### src/rtl/prbs5_pkg.sv
// Shared types and constants for the PRBS5 checker slice.
package prbs5_pkg;

   typedef enum logic [1:0] {
      IDLE,
      FILL,
      ACQ,
      LOCKED
   } chk_state_t;

   localparam int PRBS_WIDTH = 5;
   localparam int PERIOD = 2**PRBS_WIDTH - 1;
   localparam logic [PRBS_WIDTH-1:0] DEFAULT_TAPS = 5'b10100;

endpackage

### src/rtl/prbs_replica.sv
// Local LFSR replica: shifts in either the received bit (acquisition)
// or its own prediction (free-running once locked).
module prbs_replica import prbs5_pkg::*; #(
   parameter int WIDTH = PRBS_WIDTH,
   parameter logic [WIDTH-1:0] TAPS = DEFAULT_TAPS
) (
   input  logic             clk,
   input  logic             nrst,
   input  logic             shift,
   input  logic             load_sel,
   input  logic             bit_in,
   output logic [WIDTH-1:0] sr,
   output logic             p
);

   assign p = ^(sr & TAPS);

   always_ff @(posedge clk or negedge nrst) begin
      if (!nrst) begin
         sr <= '0;
      end else if (shift) begin
         sr <= {sr[WIDTH-2:0], load_sel ? p : bit_in};
      end
   end

endmodule

### config.mk
export PLATFORM = sky130hd
export DESIGN_NAME = prbs_replica
export DESIGN_NICKNAME = d
export VERILOG_FILES = /design/src/rtl/prbs5_pkg.sv /design/src/rtl/prbs_replica.sv
export SDC_FILE = /design/constraint.sdc
export NUM_CORES = 1
export LEC_CHECK = 0
export BUFFER_PORTS_ARGS = -buffer_cell sky130_fd_sc_hd__buf_4
export CORE_AREA = 2 2 39 41
export DETAILED_ROUTE_END_ITERATION = 7
export DIE_AREA = 0 0 41 43
export SETUP_SLACK_MARGIN = 0.05
export SYNTH_ARGS = -nofsm -noshare
export SYNTH_HDL_FRONTEND = slang
export SYNTH_SLANG_ARGS = --single-unit
### constraint.sdc
create_clock -name clk -period 1.2 [get_ports clk]
set_input_delay 0.06 -clock clk [delete_from_list [all_inputs] [get_ports clk]]
set_output_delay 0.06 -clock clk [all_outputs]
set_load 0.1 [all_outputs]
==> impl.org <==
** Cells and area
- The net count of the finished layout is 36.
- Ant. Diodes :: 0
- Util after Layout :: 0.2902
- Of the cells placed in the final design, the portion with a size suffix greater than 1 is 0.7667.
- The area growth from synthesis to layout is 92.22%.
- The largest registers in the layout are sr (5).
- Biggest register :: sr
- The register with the most flip-flops in the layout has 5 of them.
- Fillers :: 150

** STA
- In this run the tightest slew margin relative to its limit is 0.8153.
- Achievable clock frequency :: around 830 MHz
- Post-Route Skew :: between 0.0005 and 0.0006 ns
- Final worst-path setup slack :: -0.002772 ns
- The number of pins with negative max-slew slack in the final report was 0.
- Endpoints failing hold :: 0
- Actual transition at the worst max-transition pin :: between 0.2 and 0.3 ns
- Period utilisation layout :: 1.002
- Setup repair after global routing could not meet its margin everywhere.
- Setup violations remaining at the end of the flow were counted as 1.
- Counting I/O delays and the setup requirement, the final critical path takes around 1.2 ns.

** Worst hold path
- In this run the worst hold path is classified as in -> reg.

** Yosys
- Counting distinct cell types in the post-synthesis netlist gives 7.
- Summed over all instances, the cell type with the most area after synthesis is dfrtp_1.
- After synthesis, the most frequently instantiated cells are dfrtp_1, mux2_2.
- Largest cells by area after synthesis :: dfrtp_1, mux2_2, a211o_1
- Fraction of synthesized cell area taken by the top area cell type :: 0.5988
- Counting flops with a built-in enable in the synthesized netlist gives 0.
- For this run, the number of Yosys warnings is 0.
- By instance count, the leading cell after synthesis is dfrtp_1.
- Top_reg_cell synth :: dfrtp_1
- Share of flip-flops with an asynchronous set or reset :: 1.000
- Register bit total from synthesis :: 5
- Counting every net in the synthesized netlist gives 19.
- The share of the Yosys chip area taken by registers is 0.5988.
- Counting every instance in the synthesized netlist gives 14.
- The cell area that synthesis handed to floorplanning was between 200 and 250 um^2.
- Mean post-synth cell area :: around 15 um^2

** Global routing
- Entering global routing, the biggest net connects 8 pins.
- The via count of the first global-routing pass was 194.
- Combined global-route utilization of all metal layers :: 0.07071
- Antenna violations before repair :: 0
- GRT overflow :: 0
- First-pass GRT wire length :: between 700 and 800 um

** Place
- Routability-driven placement finished with a final weighted congestion of between 0.5 and 0.6.
- In this run the tool buffered the top-level ports with 10 buffer cells.

** Clock network
- Clock sink count :: 5
- For the worst-skew pair, the clock arrives at the later sink with an insertion delay of between 0.2 and 0.25 ns.
- Clock tree from TritonCTS :: yes
- Clock transition at the registers of the reported paths :: roughly 0.04 ns
- In this run, CTS created clock tree buffers numbering 3.
- The tree is rooted in a clkbuf_4.
- In this run the number of H-tree levels came out at 1.
- No sink is reached through more buffers than the 2 on the longest clock path.

** Die
- The initial utilization of the core area, before any placement, comes to 0.1510.
- Area of the die :: 0.001763 mm^2
- The die is about 40 um wide.
- Area of the core :: 0.001384 mm^2
- The floorplan has 14 rows.
- Pin placement for this block handled 11 I/O pins.
- Die Y :: between 40 and 50 um

** Critical path
- CP startpoint kind :: register
- Critical Path RT :: approximately 1.1 ns
- STA classifies the critical path endpoint as an output port.
- STA puts the critical path data arrival time at roughly 1.1 ns.
- WS Path Type :: reg -> out
- Of all nets on the critical path, the largest fanout is 2.

** Routing
- The routed layout has approximately 180 vias.
- The routed design has 458 um of wire.
- Avg WL per Cell :: around 10 um
- Number of nets with antenna violations after routing :: 0
- After detailed routing, the number of remaining DRC violations is 0.
- Drt pass-1 iters :: 1
- After detailed routing, the number of vias per cell comes to ~3.8.
- After the first detailed-routing iteration, the DRC count stood at 0.

** Status
- Outcome :: complete, but fails checks
- Violations in the final reports :: setup timing

** Flow run
- Max Cap Viol :: 0
placed cells by master, fill, tap and decap left out:
master / instances
buf_4: 9
mux2_2: 4
clkbuf_4: 3
buf_12: 2
dfrtp_2: 2
dfrtp_4: 2
xor2_4: 1
and2_1: 1
and3b_1: 1
nor2b_1: 1
a211o_1: 1
clkbuf_1: 1
dlygate4sd3_1: 1
dfrtp_1: 1
critical path: stages (launching register included):
cell     delay, ns
dfrtp_4       0.50
xor2_4        0.21
buf_12        0.20
worst paths after layout:
kind	end	cells after the start	from	slack [ns]
setup / recovery	p	2	sr[4]	-0.003
hold / removal	sr[3]	2	shift	0.13
setup reg to reg	sr[0]	2	sr[4]	0.13
hold reg to reg	sr[3]	1	sr[3]	0.53
max in group asynchronous	sr[2]	2	nrst	0.92
min in group asynchronous	sr[4]	2	nrst	0.16
routing by layer:
layer / track usage / part of all wire / vias up
li1: - / - / 79
met4: 0.1000 / 0 / 0
met3: 0.04712 / 0.16 / 0
met1: 0.04262 / 0.35 / 85
met2: 0.1031 / 0.49 / 11
met5: 0 / 0 / -
cell families (layout without fill, tap and decap cells):
logic type	Yosys count	count (layout)	share of synthesized area
DFF	5	5	0.5988
muxes	4	4	0.2156
and+or+nand+nor	3	3	0.1018
AOI/OAI and AO/OA	1	1	0.04192
xor gates and xnor gates	1	1	0.04192
buffers and inverters	0	16	0
layout make-up:
cell class                      instances  area, um^2  share of cell area
Multi-Input combinational cell          9       102.6              0.2555
Sequential cell                         5       135.1              0.3364
Timing Repair Buffer                   12       117.6              0.2928
Tap cell                               16       20.02             0.04984
Clock buffer                            4       26.28             0.06542
repair_timing:
| action | CTS | global route |
|---|---|---|
| setup buffers | 1 | 0 |
| setup endpoints to repair | 1 | 2 |
| hold endpoints to repair | 5 | 0 |
| resized for setup | 4 | 2 |
| pin swaps | 1 | 0 |
| hold buffers | 1 | 0 |
metrics by stage:
step                area (um^2)  hold slack [ns]  setup WS (ns)  setup TNS, ns  instances
floorplan                 237.7          -0.2356        -0.3520        -0.5541         14
global placement          332.8          -0.1381         0.1320              0         40
detailed placement        332.8          -0.1355         0.1288              0         40
CTS                       392.9           0.1187       -0.01572       -0.01572         46
global route              401.6           0.1223       -0.04830       -0.04830         46
finish                    401.6           0.1301      -0.002772      -0.002772         46
Power is left out: the tool's default activity adds up to more than one toggle a clock period on the data nets, which glitch-free logic cannot reach.
